<file path="config.mk">
export PLATFORM = sky130hd
export DESIGN_NAME = handshake_fifo_flat
export DESIGN_NICKNAME = d
export VERILOG_FILES = /design/src/rtl/handshake_fifo_if.sv /design/src/rtl/handshake_fifo.sv /design/src/flat_wrapper.sv
export SDC_FILE = /design/constraint.sdc
export NUM_CORES = 1
export LEC_CHECK = 0
export BUFFER_PORTS_ARGS = -buffer_cell sky130_fd_sc_hd__buf_2
export CAP_MARGIN = 20
export CORE_ASPECT_RATIO = 0.8
export CORE_MARGIN = 10
export CORE_UTILIZATION = 46
export CTS_CLUSTER_DIAMETER = 60
export DETAILED_ROUTE_END_ITERATION = 12
export PLACE_DENSITY_LB_ADDON = 0.08
export SYNTH_ARGS = -nofsm -noshare
export SYNTH_HDL_FRONTEND = slang
export SYNTH_SLANG_ARGS = --single-unit
export TNS_END_PERCENT = 30
</file>
<file path="constraint.sdc">
create_clock -name clk -period 6.21 [get_ports clk]
set_input_delay 1.863 -clock clk [delete_from_list [all_inputs] [get_ports clk]]
set_output_delay 1.863 -clock clk [all_outputs]
set_load 0.01 [all_outputs]
</file>
<file path="src/rtl/handshake_fifo_if.sv">
// handshake_fifo_if -- push/pop handshake bundle for handshake_fifo.
//   push side : push_valid_in, data_in (producer -> FIFO), push_grant_out (FIFO -> producer)
//   pop side  : pop_valid_out, data_out (FIFO -> consumer), pop_grant_in (consumer -> FIFO)
//   status    : count_out, number of stored elements 0..DEPTH
// The slave modport is the FIFO side; master is the producer/consumer side.
interface handshake_fifo_if #(
    parameter int DATA_WIDTH = 17,
    parameter int DEPTH      = 8
);
    logic                       push_valid_in;
    logic                       push_grant_out;
    logic [DATA_WIDTH-1:0]      data_in;
    logic                       pop_valid_out;
    logic                       pop_grant_in;
    logic [DATA_WIDTH-1:0]      data_out;
    logic [$clog2(DEPTH):0]     count_out;

    modport slave (
        input  push_valid_in, data_in, pop_grant_in,
        output push_grant_out, pop_valid_out, data_out, count_out
    );

    modport master (
        output push_valid_in, data_in, pop_grant_in,
        input  push_grant_out, pop_valid_out, data_out, count_out
    );
endinterface

</file>
<file path="src/rtl/handshake_fifo.sv">
// handshake_fifo -- first-word fall-through FIFO with valid/grant handshakes.
//   clk   : single clock, rising edge
//   rst_n : asynchronous active-low reset (pointers and count only)
//   bus   : handshake_fifo_if.slave (push/pop handshakes, data, count)
// Grants and valids are decoded from the registered count only, so there is
// no combinational path from push_valid_in/pop_grant_in to the handshake outputs.
// Payload (including the producer's parity bit) is stored and returned untouched.
module handshake_fifo #(
    parameter int DATA_WIDTH = 17,
    parameter int DEPTH      = 8
) (
    input  logic             clk,
    input  logic             rst_n,
    handshake_fifo_if.slave  bus
);
    localparam int AW = $clog2(DEPTH);
    localparam int CW = AW + 1;
    localparam logic [CW-1:0] FULL = CW'(DEPTH);

    logic [AW-1:0]         wr_ptr_q, wr_ptr_d;
    logic [AW-1:0]         rd_ptr_q, rd_ptr_d;
    logic [CW-1:0]         count_q,  count_d;
    logic [DATA_WIDTH-1:0] mem [DEPTH];

    logic not_full, not_empty, push_fire, pop_fire;

    assign not_full  = (count_q != FULL);
    assign not_empty = (count_q != '0);
    // rst_n gate keeps a push during reset from touching storage.
    assign push_fire = bus.push_valid_in && not_full && rst_n;
    assign pop_fire  = bus.pop_grant_in  && not_empty;

    assign bus.push_grant_out = not_full;
    assign bus.pop_valid_out  = not_empty;
    assign bus.count_out      = count_q;
    // Mask stale (never reset) storage when empty.
    assign bus.data_out       = not_empty ? mem[rd_ptr_q] : '0;

    always_comb begin
        wr_ptr_d = wr_ptr_q;
        rd_ptr_d = rd_ptr_q;
        count_d  = count_q;
        // DEPTH is a power of two, so natural AW-bit overflow is the wrap.
        if (push_fire) wr_ptr_d = wr_ptr_q + 1'b1;
        if (pop_fire)  rd_ptr_d = rd_ptr_q + 1'b1;
        case ({push_fire, pop_fire})
            2'b10:   count_d = count_q + 1'b1;
            2'b01:   count_d = count_q - 1'b1;
            default: count_d = count_q;
        endcase
    end

    always_ff @(posedge clk or negedge rst_n) begin
        if (!rst_n) begin
            wr_ptr_q <= '0;
            rd_ptr_q <= '0;
            count_q  <= '0;
        end else begin
            wr_ptr_q <= wr_ptr_d;
            rd_ptr_q <= rd_ptr_d;
            count_q  <= count_d;
        end
    end

    always_ff @(posedge clk) begin
        if (push_fire) mem[wr_ptr_q] <= bus.data_in;
    end
endmodule

</file>
<file path="src/flat_wrapper.sv">
// flat-port wrapper written by rule: the top's interface ports become plain ports
module handshake_fifo_flat 
#(
    parameter int DATA_WIDTH = 17,
    parameter int DEPTH      = 8
)
  (clk, rst_n, bus_push_valid_in, bus_data_in, bus_pop_grant_in, bus_push_grant_out, bus_pop_valid_out, bus_data_out, bus_count_out);
  handshake_fifo_if #(.DATA_WIDTH(DATA_WIDTH), .DEPTH(DEPTH)) bus_i ();
  input  logic clk;
  input  logic rst_n;
  input wire logic [$bits(bus_i.push_valid_in)-1:0] bus_push_valid_in;
  input wire logic [$bits(bus_i.data_in)-1:0] bus_data_in;
  input wire logic [$bits(bus_i.pop_grant_in)-1:0] bus_pop_grant_in;
  output wire logic [$bits(bus_i.push_grant_out)-1:0] bus_push_grant_out;
  output wire logic [$bits(bus_i.pop_valid_out)-1:0] bus_pop_valid_out;
  output wire logic [$bits(bus_i.data_out)-1:0] bus_data_out;
  output wire logic [$bits(bus_i.count_out)-1:0] bus_count_out;
  assign bus_i.push_valid_in = bus_push_valid_in;
  assign bus_i.data_in = bus_data_in;
  assign bus_i.pop_grant_in = bus_pop_grant_in;
  assign bus_push_grant_out = bus_i.push_grant_out;
  assign bus_pop_valid_out = bus_i.pop_valid_out;
  assign bus_data_out = bus_i.data_out;
  assign bus_count_out = bus_i.count_out;
  handshake_fifo #(.DATA_WIDTH(DATA_WIDTH), .DEPTH(DEPTH)) u_core (.clk(clk), .rst_n(rst_n), .bus(bus_i));
endmodule
</file>
# After elaboration in Yosys (flattened, before gate mapping)
# Memories as Yosys holds them, arrays and structs flattened.
# Index checks and enable logic that the tools add are counted.
dict set report classes {
  add_sub_neg 4
  n_eq_ne 3
  mux 4
  n_reduce_logical 5
}
# operator count
set ops {}
lappend ops {{$mux 17} 1}
lappend ops {{$pmux 4 s2} 1}
lappend ops {{$add 3x1->3 const B} 2}
lappend ops {{$add 4x1->4 const B} 1}
lappend ops {{$ne 4x4->1 const B} 1}
lappend ops {{$reduce_bool 4->1} 1}
lappend ops {{$sub 4x1->4 const B} 1}
lappend ops {{$logic_and 1x1->1} 3}
lappend ops {{$eq 2x1->1 const B} 1}
lappend ops {{$eq 2x2->1 const B} 1}
lappend ops {{$mux 1} 2}
lappend ops {{$reduce_bool 2->1} 1}
dict set report totals {
  reg_bits 10
  ramBits 136
  out_inout_bits 23
  mem_count 1
}
# memory depth word_bits read_ports rd_ports_with_merged_regs write_ports line_no
set memory_table {}
lappend memory_table {u_core.mem 8 17 1 0 1 handshake_fifo.sv:23} ;# logic [DATA_WIDTH-1:0] mem [DEPTH];

# Logic depth before layout (Yosys ltp)
dict set report depth {
  ltp_word 5
  depth_mapped 11
}

# Worst setup path after synthesis
# OpenSTA, ideal clock, no wires.
dict set report synth_timing {
  path_type {input to register}
  start {input port rst_n}
  end {memory u_core.mem[0][0], enable pin}
  setup_ps 412
  t_arrival_ps 3246
  required_ps 5798
  setup_slack_ps 2551
  stages 2
  path_buffers 0
  path_cell_list {nand4b_1 nor3_1}
}
dict set report synth_via {
  elab_chain_cells 3
}
# item line_no
set synth_rtl {}
lappend synth_rtl {{start: declaration} flat_wrapper.sv:10} ;# input logic rst_n;
lappend synth_rtl {{$logic_and 1x1->1} handshake_fifo.sv:30} ;# assign push_fire = bus.push_valid_in && not_full && rst_n;
lappend synth_rtl {{$mux 1} handshake_fifo.sv:66} ;# if (push_fire) mem[wr_ptr_q] <= bus.data_in;
lappend synth_rtl {{$mux 1 (not written as such)} handshake_fifo.sv:66}
lappend synth_rtl {{end: declaration} handshake_fifo.sv:23}
# Every way passes these cells.

# Final worst setup path
dict set report layout_timing {
  start {register u_core.rd_ptr_q[0]}
  end {output port bus_data_out[4]}
}
dict set report layout_via {
  elab_chain_cells 2
}
# item line_no
set layout_rtl {}
lappend layout_rtl {{start: declaration} handshake_fifo.sv:21} ;# logic [AW-1:0] rd_ptr_q, rd_ptr_d;
lappend layout_rtl {{start signal: assignment} handshake_fifo.sv:60} ;# rd_ptr_q <= rd_ptr_d;
lappend layout_rtl {{$mem_v2 8x17} n/a}
lappend layout_rtl {{$mux 17} handshake_fifo.sv:37} ;# assign bus.data_out = not_empty ? mem[rd_ptr_q] : '0;
lappend layout_rtl {{end: declaration} flat_wrapper.sv:16} ;# output wire logic [$bits(bus_i.data_out)-1:0] bus_data_out;
# Every way passes these cells.

==> flow_summary.json <==
{
  "status": "finished, final reports clean",
  "grt-ovfl-total": 0,
  "layout.nets": 348,
  "yosysTopAreaCell": "edfxtp_1",
  "cap_violations": 0,
  "hold_viol_final": 0,
  "cts_setup_buffers": 0,
  "irDropWorstVdd_mv": 0.250,
  "clkSlewWorstSetupHoldPaths_ns": 0.06,
  "end_kind": "primary output",
  "finalCritPeriodShare_pct": 74.4,
  "die_y_um": 120,
  "fin_skew_ns": 0.00783,
  "yosysMostFrequentCell": "edfxtp_1",
  "track_usage_pct": 13.6,
  "syn-cell-area_mm2": 0.00576,
  "place_congestion": 0.685,
  "startpoint_type": "flop",
  "antenna_found_initial": 0,
  "crit_fanout": 29,
  "synth_ff_type": "edfxtp_1",
  "place_area_mm2": 0.00618,
  "ctsResizeCount": 0,
  "setup_violations": 0,
  "start_util_pct": 47.2,
  "arrival_ns": 2.76,
  "io_buffers": 43,
  "numClockSinks": 146,
  "viasPerCell": 5.37,
  "synth_top_area_share_pct": 70.9,
  "syn_to_final_growth_pct": 17.2,
  "slew_headroom_pct": 31.3,
  "grt_pass1_vias": 2937,
  "antennaDiodeCount": 0,
  "clk-insertion-delay-late_ns": 0.42,
  "synthArstFlopShare_pct": 6.85,
  "yosysSeqAreaShare_pct": 75.2,
  "htree_num_levels": 4,
  "post-place-ws_ns": 1.95,
  "ys_warn_count": 0,
  "rsz0062_at_grt": "false",
  "wl_per_cell_um": 22.6,
  "ys_seq_elements": 146,
  "min_period_ns": 4.62,
  "synth_area_per_cell_um2": 21.7,
  "synth_nets": 291,
  "leakage_nw": 2.30,
  "core-area_mm2": 0.0122,
  "hold_class": "flop to flop",
  "cts_buffer_depth": 2,
  "synthCells": 265,
  "hold_buffers": 0,
  "max_freq_mhz": 216,
  "place_hpwl_um": 6820,
  "drv_slew": 0,
  "cts_tree": "done",
  "required_ns": 4.35,
  "ioPinCount": 44,
  "synth.area.top_cells": "edfxtp_1 (71%), mux4_2 (13%), dfrtp_1 (4.3%)",
  "via_count": 2718,
  "dr.pass1.iters": 4,
  "std_cell_rows": 36,
  "ys_types": 37,
  "post-route-util_pct": 55.3,
  "ant_nets": 0,
  "grt_max_degree": 30,
  "first_iter_violations": 201,
  "die_area_mm2": 0.0174,
  "fin_area_mm2": 0.00676,
  "tightest_slew_ns": 1.03,
  "synth_edf_count": 136,
  "root_buffer": "clkbuf_16",
  "drive_above_1_share_pct": 41.5,
  "setup_tns_ns": 0,
  "wirelength_um": 11400,
  "grt_pass1_wl_um": 17800,
  "synth_common_cells": "edfxtp_1 (136), mux4_2 (34), a22o_1 (10), dfrtp_1 (10)",
  "crit_type": "flop to primary output",
  "die_w_um": 145,
  "drc_errors": 0,
  "power_density_mw_per_mm2": 469,
  "cts_buffers": 17,
  "setup_ws_ns": 1.59
}
-- metal layers --
layer  routed length, um  share of wire, %  global-route usage (%)  vias up
li1                    -                 -                       -     1224
met1                5360                47                    17.8     1432
met2                5570                49                    21.4       52
met3                 360               3.1                    3.83       10
met4                 141               1.2                    5.11        0
met5                   0                 0                       0        -
-- placed cells by master, fill, tap and decap left out, drive strengths merged, types with 3 or more instances in the layout --
master      n
a22o       17
buf        54
clkbuf     17
clkinv      4
clkinvlp    3
dfrtp      10
edfxtp    136
ha          5
inv        10
mux2        3
mux4       34
nor2        7
xnor2       6
-- report_power, final --
| part | switching (W) | internal (W) |
|---|---|---|
| logic | 0.000401 | 0.000460 |
| registers | 0.000145 | 0.00118 |
| clock network | 0.000422 | 0.000562 |
-- final cells by class --
type / instances / area, um2
repair buffers: 54 / 302
well taps: 171 / 214
flip-flops and latches: 146 / 4340
fillers: 926 / 5450
clock buffers: 17 / 425
clock inverters: 15 / 148
multi-input cells: 100 / 1320
inverters: 3 / 11.3
-- flip-flops by register name, indices dropped and copies added (netlist names) --
name / count
u_core.mem: 136
u_core.bus.count_out: 4
u_core.rd_ptr_q: 3
u_core.wr_ptr_q: 3
-- worst paths after layout --
kind | cells after the start | slack, ns | from | endpoint
worst max-delay path | 4 | 1.59 | u_core.rd_ptr_q[0] | bus_data_out[4]
worst min-delay path | 1 | 0.53 | u_core.wr_ptr_q[0] | u_core.wr_ptr_q[0]
worst max register to register | 6 | 3.29 | u_core.bus.count_out[0] | u_core.bus.count_out[3]
worst min register to register | 1 | 0.53 | u_core.wr_ptr_q[0] | u_core.wr_ptr_q[0]
max in group asynchronous | 1 | 4.63 | rst_n | u_core.rd_ptr_q[0]
min in group asynchronous | 1 | 1.33 | rst_n | u_core.bus.count_out[3]
-- through the flow --
stage                     std cells  hold WS (ns)  total power, W
after floorplan                 265         0.485         0.00196
after global placement          473         0.514         0.00222
after detailed placement        474         0.516         0.00223
after CTS                       506         0.525         0.00322
after global routing            506         0.569         0.00333
final                           506         0.525         0.00317
-- cell families after synthesis --
family          after synthesis  share of synthesized area [%]
compound gates               23                           3.54
xor+xnor                      7                           1.06
fa+ha+maj                     5                           1.09
buf+inv                      19                           2.04
flops                       146                           75.2
mux                          38                           14.0
simple gates                 27                           3.00
-- worst max-delay path, stage by stage, from the launching register on --
cell     delay, ns
dfrtp_2       1.05
buf_4         0.37
mux4_2        0.52
a22o_2        0.26
buf_2         0.14
Power figures use the tool's default switching activity.
